<file path="config.mk">
export PLATFORM = sky130hd
export DESIGN_NAME = vga_timing_monitor
export DESIGN_NICKNAME = d
export VERILOG_FILES = /design/src/rtl/vga_timing_monitor_pkg.sv /design/src/rtl/vga_timing_monitor_seg7_scanner.sv /design/src/rtl/vga_timing_monitor.sv
export SDC_FILE = /design/constraint.sdc
export NUM_CORES = 1
export LEC_CHECK = 0
export ABC_AREA = 1
export BUFFER_PORTS_ARGS = -buffer_cell sky130_fd_sc_hd__buf_2
export CORE_MARGIN = 4
export CORE_UTILIZATION = 40
export CTS_CLUSTER_DIAMETER = 80
export CTS_CLUSTER_SIZE = 12
export DETAILED_ROUTE_END_ITERATION = 10
export HOLD_SLACK_MARGIN = 0.02
export PLACE_DENSITY = 0.61
export SETUP_SLACK_MARGIN = 0.3
export SYNTH_ARGS = -nofsm -noshare
export SYNTH_HDL_FRONTEND = slang
export SYNTH_SLANG_ARGS = --single-unit
</file>
<file path="constraint.sdc">
create_clock -name clk100 -period 5.1 [get_ports clk100]
set_input_delay 0.765 -clock clk100 [delete_from_list [all_inputs] [get_ports clk100]]
set_output_delay 0.765 -clock clk100 [all_outputs]
set_load 0.02 [all_outputs]
</file>
<file path="src/rtl/vga_timing_monitor_pkg.sv">
// rtl/vga_timing_monitor_pkg.sv - shared types, segment table and helpers for the VGA timing monitor
package vga_timing_monitor_pkg;

  typedef enum logic [1:0] {
    WAIT_FRAME = 2'd0,
    MEASURE    = 2'd1,
    LOCKED     = 2'd2
  } mon_state_t;

  // Active-low {dp,g,f,e,d,c,b,a} patterns for hex digits 0-F, dp off
  localparam logic [7:0] SEG7_HEX [16] = '{
    8'hC0, 8'hF9, 8'hA4, 8'hB0, 8'h99, 8'h92, 8'h82, 8'hF8,
    8'h80, 8'h90, 8'h88, 8'h83, 8'hC6, 8'hA1, 8'h86, 8'h8E
  };

  // True when value lies within expected +/- tol; widened by one bit so the sums cannot wrap
  function automatic logic within_tol(input logic [11:0] value,
                                      input logic [11:0] expected,
                                      input logic [11:0] tol);
    logic [12:0] v;
    logic [12:0] e;
    logic [12:0] t;
    v = {1'b0, value};
    e = {1'b0, expected};
    t = {1'b0, tol};
    return ((v + t) >= e) && (v <= (e + t));
  endfunction

endpackage

</file>
<file path="src/rtl/vga_timing_monitor_seg7_scanner.sv">
// rtl/vga_timing_monitor_seg7_scanner.sv - 4-digit multiplexed hex 7-segment driver
module seg7_scanner
  import vga_timing_monitor_pkg::*;
#(
  parameter int SCAN_BITS = 16
) (
  input  logic        clk100,
  input  logic        reset_n,
  input  logic [15:0] value,
  input  logic        dp_en,
  output logic [3:0]  display_sel,
  output logic [7:0]  display
);

  logic [SCAN_BITS-1:0] scan_ctr;
  logic [1:0]           digit;
  logic [3:0]           nibble;
  logic                 dp_on;

  assign digit = scan_ctr[SCAN_BITS-1 -: 2];
  assign dp_on = dp_en && (digit == 2'd0);

  // Pick the nibble belonging to the digit currently being scanned
  always_comb begin
    nibble = value[3:0];
    case (digit)
      2'd0: nibble = value[3:0];
      2'd1: nibble = value[7:4];
      2'd2: nibble = value[11:8];
      2'd3: nibble = value[15:12];
      default: nibble = value[3:0];
    endcase
  end

  // Free-running scan counter and registered segment/enable outputs
  always_ff @(posedge clk100) begin
    if (!reset_n) begin
      scan_ctr    <= '0;
      display_sel <= 4'hF;
      display     <= 8'hFF;
    end else begin
      scan_ctr    <= scan_ctr + 1'b1;
      display_sel <= ~(4'b0001 << digit);
      display     <= SEG7_HEX[nibble] & {~dp_on, 7'h7F};
    end
  end

endmodule

</file>
<file path="src/rtl/vga_timing_monitor.sv">
// rtl/vga_timing_monitor.sv - measures looped-back VGA timing, reports lock and drives the 7-seg display
module vga_timing_monitor
  import vga_timing_monitor_pkg::*;
#(
  parameter int EXP_LINE_CYC    = 2080,
  parameter int EXP_HSYNC_CYC   = 240,
  parameter int EXP_LINES       = 666,
  parameter int EXP_VSYNC_LINES = 6,
  parameter int TOL             = 4,
  parameter int SCAN_BITS       = 16
) (
  input  logic        clk100,
  input  logic        reset_n,
  input  logic        hsync_in,
  input  logic        vsync_in,
  input  logic [2:0]  rgb_in,
  input  logic [1:0]  sel,
  output logic [11:0] line_cycles,
  output logic [11:0] hsync_cycles,
  output logic [9:0]  frame_lines,
  output logic [3:0]  vsync_lines,
  output logic [9:0]  lit_lines,
  output logic        frame_strobe,
  output logic        locked,
  output logic [3:0]  display_sel,
  output logic [7:0]  display
);

  localparam logic [11:0] CYC_MAX  = 12'hFFF;
  localparam logic [9:0]  LINE_MAX = 10'h3FF;
  localparam logic [3:0]  VS_MAX   = 4'hF;

  logic       hs_s1, hs_s2, hs_d;
  logic       vs_s1, vs_s2, vs_d;
  logic [2:0] rgb_s1, rgb_s2;
  logic       hs_fall, hs_rise, vs_fall, rgb_any;

  logic [11:0] cyc_ctr, line_shadow;
  logic [11:0] hs_ctr, hs_shadow;
  logic [9:0]  line_ctr, lit_ctr;
  logic [3:0]  vs_ctr;
  logic        line_lit;
  logic        vs_inc, lit_inc;

  mon_state_t state_q, state_d;
  logic [1:0] good_ctr, good_d;
  logic       locked_d, publish, timeout, frame_good;
  logic [15:0] disp_value;

  // Sync chains idle high on the active-low syncs so reset never fakes an edge
  always_ff @(posedge clk100) begin
    if (!reset_n) begin
      hs_s1  <= 1'b1; hs_s2 <= 1'b1; hs_d <= 1'b1;
      vs_s1  <= 1'b1; vs_s2 <= 1'b1; vs_d <= 1'b1;
      rgb_s1 <= 3'b000;
      rgb_s2 <= 3'b000;
    end else begin
      hs_s1  <= hsync_in; hs_s2 <= hs_s1; hs_d <= hs_s2;
      vs_s1  <= vsync_in; vs_s2 <= vs_s1; vs_d <= vs_s2;
      rgb_s1 <= rgb_in;
      rgb_s2 <= rgb_s1;
    end
  end

  assign hs_fall = hs_d & ~hs_s2;
  assign hs_rise = ~hs_d & hs_s2;
  assign vs_fall = vs_d & ~vs_s2;
  assign rgb_any = |rgb_s2;
  assign vs_inc  = hs_fall & ~vs_s2;
  assign lit_inc = hs_fall & line_lit;

  // Line/hsync timers with shadows, plus per-frame line counters cleared at vsync fall
  always_ff @(posedge clk100) begin
    if (!reset_n) begin
      cyc_ctr     <= '0;
      line_shadow <= '0;
      hs_ctr      <= '0;
      hs_shadow   <= '0;
      line_ctr    <= '0;
      vs_ctr      <= '0;
      lit_ctr     <= '0;
      line_lit    <= 1'b0;
    end else begin
      if (hs_fall) begin
        line_shadow <= cyc_ctr;
        cyc_ctr     <= 12'd1;
      end else if (cyc_ctr != CYC_MAX) begin
        cyc_ctr <= cyc_ctr + 12'd1;
      end

      if (hs_rise) begin
        hs_shadow <= hs_ctr;
        hs_ctr    <= '0;
      end else if (!hs_s2 && (hs_ctr != CYC_MAX)) begin
        hs_ctr <= hs_ctr + 12'd1;
      end

      if (hs_fall)      line_lit <= 1'b0;
      else if (rgb_any) line_lit <= 1'b1;

      // A hsync fall coincident with vsync fall belongs to the new frame
      if (vs_fall) begin
        line_ctr <= {9'd0, hs_fall};
        vs_ctr   <= {3'd0, vs_inc};
        lit_ctr  <= {9'd0, lit_inc};
      end else begin
        if (hs_fall && (line_ctr != LINE_MAX)) line_ctr <= line_ctr + 10'd1;
        if (vs_inc  && (vs_ctr   != VS_MAX))   vs_ctr   <= vs_ctr + 4'd1;
        if (lit_inc && (lit_ctr  != LINE_MAX)) lit_ctr  <= lit_ctr + 10'd1;
      end
    end
  end

  assign timeout    = (cyc_ctr == CYC_MAX) || (line_ctr == LINE_MAX);
  assign frame_good = within_tol(line_shadow, 12'(EXP_LINE_CYC), 12'(TOL)) &&
                      within_tol(hs_shadow, 12'(EXP_HSYNC_CYC), 12'(TOL)) &&
                      (line_ctr == 10'(EXP_LINES)) &&
                      (vs_ctr == 4'(EXP_VSYNC_LINES));

  // Lock FSM: decides when to publish and how the good-frame streak moves
  always_comb begin
    state_d  = state_q;
    good_d   = good_ctr;
    locked_d = locked;
    publish  = 1'b0;
    case (state_q)
      WAIT_FRAME: begin
        if (vs_fall) state_d = MEASURE;
      end
      MEASURE: begin
        if (timeout) begin
          state_d  = WAIT_FRAME;
          good_d   = 2'd0;
          locked_d = 1'b0;
        end else if (vs_fall) begin
          publish = 1'b1;
          if (frame_good) begin
            good_d = good_ctr + 2'd1;
            if (good_ctr == 2'd1) begin
              state_d  = LOCKED;
              locked_d = 1'b1;
            end
          end else begin
            good_d = 2'd0;
          end
        end
      end
      LOCKED: begin
        if (timeout) begin
          state_d  = WAIT_FRAME;
          good_d   = 2'd0;
          locked_d = 1'b0;
        end else if (vs_fall) begin
          publish = 1'b1;
          if (!frame_good) begin
            state_d  = MEASURE;
            good_d   = 2'd0;
            locked_d = 1'b0;
          end
        end
      end
      default: begin
        state_d  = WAIT_FRAME;
        good_d   = 2'd0;
        locked_d = 1'b0;
      end
    endcase
  end

  // FSM state, lock flag and published measurement registers
  always_ff @(posedge clk100) begin
    if (!reset_n) begin
      state_q      <= WAIT_FRAME;
      good_ctr     <= 2'd0;
      locked       <= 1'b0;
      frame_strobe <= 1'b0;
      line_cycles  <= '0;
      hsync_cycles <= '0;
      frame_lines  <= '0;
      vsync_lines  <= '0;
      lit_lines    <= '0;
    end else begin
      state_q      <= state_d;
      good_ctr     <= good_d;
      locked       <= locked_d;
      frame_strobe <= publish;
      if (publish) begin
        line_cycles  <= line_shadow;
        hsync_cycles <= hs_shadow;
        frame_lines  <= line_ctr;
        vsync_lines  <= vs_ctr;
        lit_lines    <= lit_ctr;
      end
    end
  end

  // Measurement routed to the display, zero-extended to four hex digits
  always_comb begin
    disp_value = 16'h0000;
    case (sel)
      2'd0:    disp_value = {4'h0, line_cycles};
      2'd1:    disp_value = {4'h0, hsync_cycles};
      2'd2:    disp_value = {6'h00, frame_lines};
      default: disp_value = {6'h00, lit_lines};
    endcase
  end

  seg7_scanner #(
    .SCAN_BITS(SCAN_BITS)
  ) u_seg7_scanner (
    .clk100      (clk100),
    .reset_n     (reset_n),
    .value       (disp_value),
    .dp_en       (locked),
    .display_sel (display_sel),
    .display     (display)
  );

endmodule

</file>
==> flow_summary.toml, run 1 <==
[yosys]
ys_async_sr_fraction_pct = 0
postSynthRegisterBits = 167
synth_cells = 1012
synth_area_um2 = 7500
post_synth_edffs = 0
synth_top_cells_by_count = "nand2_1, dfxtp_1, inv_1"
area_leader_netlist = "dfxtp_1"
synth_fp_nets = 1040
post-synth-top-area-fraction_pct = 44.58
synth_sequential_area_ratio_pct = 44.58
synth_top_cells_by_area = "dfxtp_1, nand2_1, a21oi_1"
synth_ff_type = "dfxtp_1"
yosysWarnings = 0
syn_area_per_cell_um2 = 7.411
dominant_cell_by_count_in_the_synthesized_netlist = "nand2_1"
synth.distinct_cells = 49

[grt]
grt_antenna_before_repair = 0
grt_pass1_vias = 5931
groute.usage.overall_pct = 17.83
grt.busiest_layer = "met2"
largest_net_degree_at_the_start_of_global_routing = 107
grt_use_met1_pct = 23.77
grt_first_pass_wirelength_um = 30560
grt_util_met3_pct = 4.365
overflow = 0
grt_use_met2_pct = 28.71

[route]
detailedRoute.firstPassIterationCount = 5
wire_per_inst_um = 13.92
detail_route.drc_violations = 0
drt-initial-drc-count = 320
vias_per_cell = 4.881
antenna_violating_nets_post_route = 0
route.final.wire_length_um = 18330
dr_total_vias = 6428

[clock_tree]
insertion_delay_ps = 430
cts_root_buf = "clkbuf_16"
cts-hold-fix-buffers = 0
cts_resized = 0
htreeDepth = 4
maximum_buffer_depth_of_the_clock_tree = 2
post_cts.repair.setup_buffers = 0
cts_tree = "yes"
cts_inserted_buffers = 17
cts.sinks = 167
clk_transition_reported_paths_ps = 60

[cells_and_area]
n_antenna_cell = 0
finalInstanceArea_um2 = 8617
fin_nets = 1103
fin_util_pct = 47.32
layout-area-overhead-vs-synth_pct = 14.90
final_layout_size_suffix_gt1_share_pct = 14.06

[timing]
rsz_0062_raised_after_global_routing = "no"
slew_headroom_pct = 34.97
hold_violation_count_in_the_final_report = 0
timing.final.ws_setup_ps = 2478
fin_setup_tns_ps = 0
setup_viol_count_final = 0
transition_time_of_the_tightest_slew_check_pin_ps = 975.5
finalCritPeriodShare_pct = 51.42
fin_worst_hold_slack_ps = 410.6
timing.clock.skew_ps = 8.183
finalWorstPathRequiredPeriod_ps = 2622
drv_slew = 0
max_freq_mhz = 381.3

[critical_path]
critPathArrivalTime_ps = 2920
startpoint_type = "flop"
worst-path-max-fanout = 49
cp.required_ps = 5400
worst-setup-path-type = "reg -> reg"
critical_path.endpoint_type = "flop"

[placed_design]
gpl.final_weighted_congestion = 0.8593
detailedPlace.worstSlack_ps = 2484
detailed_place_hpwl_um = 13570
detailed_place.area_um2 = 8000
buffer_ports.inserted = 70

[floorplan]
placement_row_count = 49
core-area_um2 = 18210
dieArea_um2 = 21000
ios = 71
fp.dieH_um = 144.9
initial_core_util_pct = 41.19
dieWidth_um = 144.9

[job]
max-cap-violations = 0

[min_path]
hp-class = "reg -> reg"

[power_and_ir_drop]
leakage_uw = 0.003522
power_density_nw_per_um2 = 383.3
power.ir.vdd_worst_v = 0.0002223

[outcome]
outcome = "complete, no violations"
-- worst paths after layout --
path                    from                to  slack, ps  cells after the start
setup / recovery  cyc_ctr[0]  hsync_cycles[10]       2480                      9
hold reg to reg    rgb_s1[1]         rgb_s2[1]        410                      2
setup reg to reg  cyc_ctr[0]  hsync_cycles[10]       2480                      9
hold / removal     rgb_s1[1]         rgb_s2[1]        410                      2
-- worst max-delay path: stages (launching register included) --
cell	delay (ps)
dfxtp_1	340
ha_1	230
nand3_1	130
nand3b_4	190
nand2_2	90
inv_2	60
nand3_2	590
buf_4	550
o21ai_0	230
a21oi_1	60
-- logic make-up after synthesis --
| logic type | share of synthesized area (%) |
|---|---|
| AOI/OAI and AO/OA | 17.78 |
| xor gates and xnor gates | 1.985 |
| adders and majority gates | 3.170 |
| buffers and inverters | 9.810 |
| DFF | 44.58 |
| and+or+nand+nor | 22.67 |
-- final cells by class --
type,instances,area [um2]
multi-input combinational,665,3421
clock buffer,21,470.5
inverter,150,569.3
fill,1823,9592
sequential,167,3343
clock inverter,11,146.4
timing repair buffer,74,380.4
tap,229,286.5
-- stage by stage --
| step | total power, uW | instances |
|---|---|---|
| 3_5_place_dp | 2003 | 1285 |
| 2_1_floorplan | 1852 | 1012 |
| 6_report | 3303 | 1317 |
| 3_3_place_gp | 1997 | 1285 |
| 5_1_grt | 3477 | 1317 |
| 4_1_cts | 3338 | 1317 |
-- where the power goes --
part	switching [uW]	internal, uW
Combinational	345	170
Clock	523	809
Sequential	64.4	1390
-- routing by layer --
| metal | vias to the layer above | share of wire (%) |
|---|---|---|
| met4 | 0 | 1.6 |
| li1 | 3419 | - |
| met2 | 116 | 47 |
| met5 | - | 0 |
| met3 | 22 | 3.9 |
| met1 | 2871 | 48 |
-- cell usage in the layout, fill, tap and decap left out, types with 12 or more instances in the layout --
| cell type | Yosys | final |
|---|---|---|
| nor3_1 | 15 | 15 |
| a21oi_1 | 116 | 116 |
| dfxtp_1 | 167 | 167 |
| o21ai_0 | 102 | 102 |
| inv_1 | 138 | 138 |
| nand3_1 | 39 | 39 |
| xor2_1 | 12 | 12 |
| nor2_1 | 97 | 97 |
| clkbuf_16 | 0 | 17 |
| nand2_1 | 177 | 177 |
| ha_1 | 19 | 19 |
| buf_2 | 9 | 70 |
-- state kept, by name (all words and copies together), names as in the netlist, 2 cells and up --
signal                      cells
hsync_cycles                   12
rgb_s1                          3
frame_lines                    10
state_q                         2
line_cycles                    12
vs_ctr                          4
hs_shadow                      12
u_seg7_scanner.display_sel      4
u_seg7_scanner.scan_ctr        16
good_ctr                        2
cyc_ctr                        12
lit_lines                      10
hs_ctr                         12
lit_ctr                        10
line_shadow                    12
vsync_lines                     4
line_ctr                       10
rgb_s2                          3
u_seg7_scanner.display          8
No activity file was read; power rests on OpenSTA's default activity.
==> run 2: changes to the inputs <==
==> constraint.sdc (replaced) <==
create_clock -name clk100 -period 2.7 [get_ports clk100]
set_input_delay 0.405 -clock clk100 [delete_from_list [all_inputs] [get_ports clk100]]
set_output_delay 0.405 -clock clk100 [all_outputs]
set_load 0.02 [all_outputs]
==> run 2 against run 1 <==
Against the previous run: setup slack lost 1900 ps; sequential cell count is the same; fmax grew 26%; clock power grew 92%; hold slack lost 250 ps; highest routed layer unchanged.
==> flow_summary.toml, run 2 (synthesized netlist as in run 1, its figures left out) <==
[outcome]
outcome = "complete, no violations"

[cells_and_area]
layoutNonFillerInstCount = 1319
fillerInstances = 1861
largest_reg_flops = 16
register_bank_with_the_most_flops = "u_seg7_scanner.scan_ctr"
n_antenna_cell = 0
most-common-layout-cells = "nand2_1, dfxtp_1, inv_1, a21oi_1, o21ai_0"
final_layout_size_suffix_gt1_share_pct = 14.13
fin_nets = 1106
final_common_cell = "nand2_1"
layout-area-overhead-vs-synth_pct = 15.52

[critical_path]
critPathArrivalTime_ps = 2440
cp.required_ps = 3050
r2r.worst_path.cells = 10
critical_path.endpoint_type = "flop"
worst-path-max-fanout = 89
worst_r2r_endpoint = "line_cycles[3]"
worst-setup-path-type = "reg -> reg"
regToRegSetupSlack_ps = 610
setup.worst_path.start = "line_ctr[0]"
timing.rr.start = "line_ctr[0]"
startpoint_type = "flop"

[power_and_ir_drop]
power.ir.vdd_worst_v = 0.0004309
power_density_nw_per_um2 = 725.6
leakage_uw = 0.003541

[timing]
finalCritPeriodShare_pct = 77.24
timing.clock.skew_ps = 9.878
slew_headroom_pct = 35.38
drv_slew = 0
fin_setup_tns_ps = 0
hold_violation_count_in_the_final_report = 0
setup_viol_count_final = 0
finalWorstPathRequiredPeriod_ps = 2085
transition_time_of_the_tightest_slew_check_pin_ps = 969.3
rsz_0062_raised_after_global_routing = "no"
max_freq_mhz = 479.5

[clock_tree]
htreeDepth = 4
cts_tree = "yes"
cts_resized = 0
cts.sinks = 167
cts_root_buf = "clkbuf_16"
cts_inserted_buffers = 17
insertion_delay_ps = 430
maximum_buffer_depth_of_the_clock_tree = 2
post_cts.repair.setup_buffers = 0
clk_transition_reported_paths_ps = 60
cts-hold-fix-buffers = 0

[floorplan]
dieArea_um2 = 21000
initial_core_util_pct = 41.19
placement_row_count = 49
core-area_um2 = 18210
ios = 71
dieWidth_um = 144.9
fp.dieH_um = 144.9

[route]
drt-initial-drc-count = 328
route.final.wire_length_um = 18530
wire_per_inst_um = 14.04
vias_per_cell = 4.910
antenna_violating_nets_post_route = 0
dr_total_vias = 6476
detailedRoute.firstPassIterationCount = 5
detail_route.drc_violations = 0

[min_path]
hp-class = "in -> reg"
hold_path_startpoint = "rgb_in[2]"
worst_hold_path.endpoint = "rgb_s1[2]"
hold_path_depth = 3

[job]
max-cap-violations = 0

[placed_design]
detailed_place_hpwl_um = 13570
buffer_ports.inserted = 70
dp.cells = 1288
gpl.final_weighted_congestion = 0.8925

[grt]
grt_first_pass_wirelength_um = 30680
grt_antenna_before_repair = 0
grt_pass1_vias = 6086
overflow = 0
groute.usage.overall_pct = 17.76
largest_net_degree_at_the_start_of_global_routing = 107
## run 2: cell types whose count changed in the layout (fill, tap and decap cells not counted), sizes merged
cell      delta
clkbuf       +4
clkinvlp     +1
clkinv       -5
buf          +3
inv          -1
## run 2: metrics by stage
step / area [um2] / total power [uW] / setup WS, ps / hold WS [ps] / util (%)
5_1_grt: 8663 / 6582 / 421.1 / 150.9 / 47.58
3_5_place_dp: 8035 / 3790 / 519.4 / 397.6 / 44.13
2_1_floorplan: 7500 / 3498 / 985.0 / 390.5 / -
6_report: 8663 / 6286 / 614.6 / 159.1 / 47.58
4_1_cts: 8663 / 6344 / 580.9 / 142.8 / 47.58
3_3_place_gp: 8035 / 3780 / 577.1 / 393.5 / 44.13
## run 2: power by group
group,internal [uW],leakage (uW),switching [uW]
Sequential,2630,0.00136,124
Combinational,327,0.00189,652
Clock,1600,0.000298,957
Total,4550,0.00354,1730
## run 2: worst max path at each step
| stage | endpoint | slack, ps | depth (start not counted) |
|---|---|---|---|
| 6_report | line_cycles[3] | 610 | 10 |
| 4_1_cts | vsync_lines[3] | 580 | 10 |
| 2_1_floorplan | u_seg7_scanner.display[3] | 990 | 12 |
| 3_3_place_gp | u_seg7_scanner.display[3] | 580 | 13 |
| 3_5_place_dp | u_seg7_scanner.display[3] | 520 | 13 |
| 5_1_grt | hsync_cycles[11] | 420 | 10 |
## run 2: routing by layer
metal	vias to the layer above	wire [um]	GRT usage (%)
met3	24	708	4.022
met1	2903	8904	23.34
met2	128	8593	29.34
met4	0	319	5.368
li1	3421	-	-
met5	-	0	0
## run 2: worst max-delay path, cell delays in order (launching register included)
cell and delay (ps):
dfxtp_1 440, ha_1 200, inv_1 70, nor2_1 100, nand3b_1 140, nand2_2 130
inv_2 40, nand3_2 160, buf_12 330, o21ai_0 170, a21oi_1 190
## run 2: layout make-up
cell class                 count  area, um2  share of cell area [%]
multi-input combinational    665       3421                   39.49
sequential                   167       3343                   38.59
inverter                     150      569.3                   6.571
clock buffer                  25      515.5                   5.950
timing repair buffer          77      415.4                   4.795
tap                          229      286.5                   3.307
clock inverter                 6      112.6                   1.300
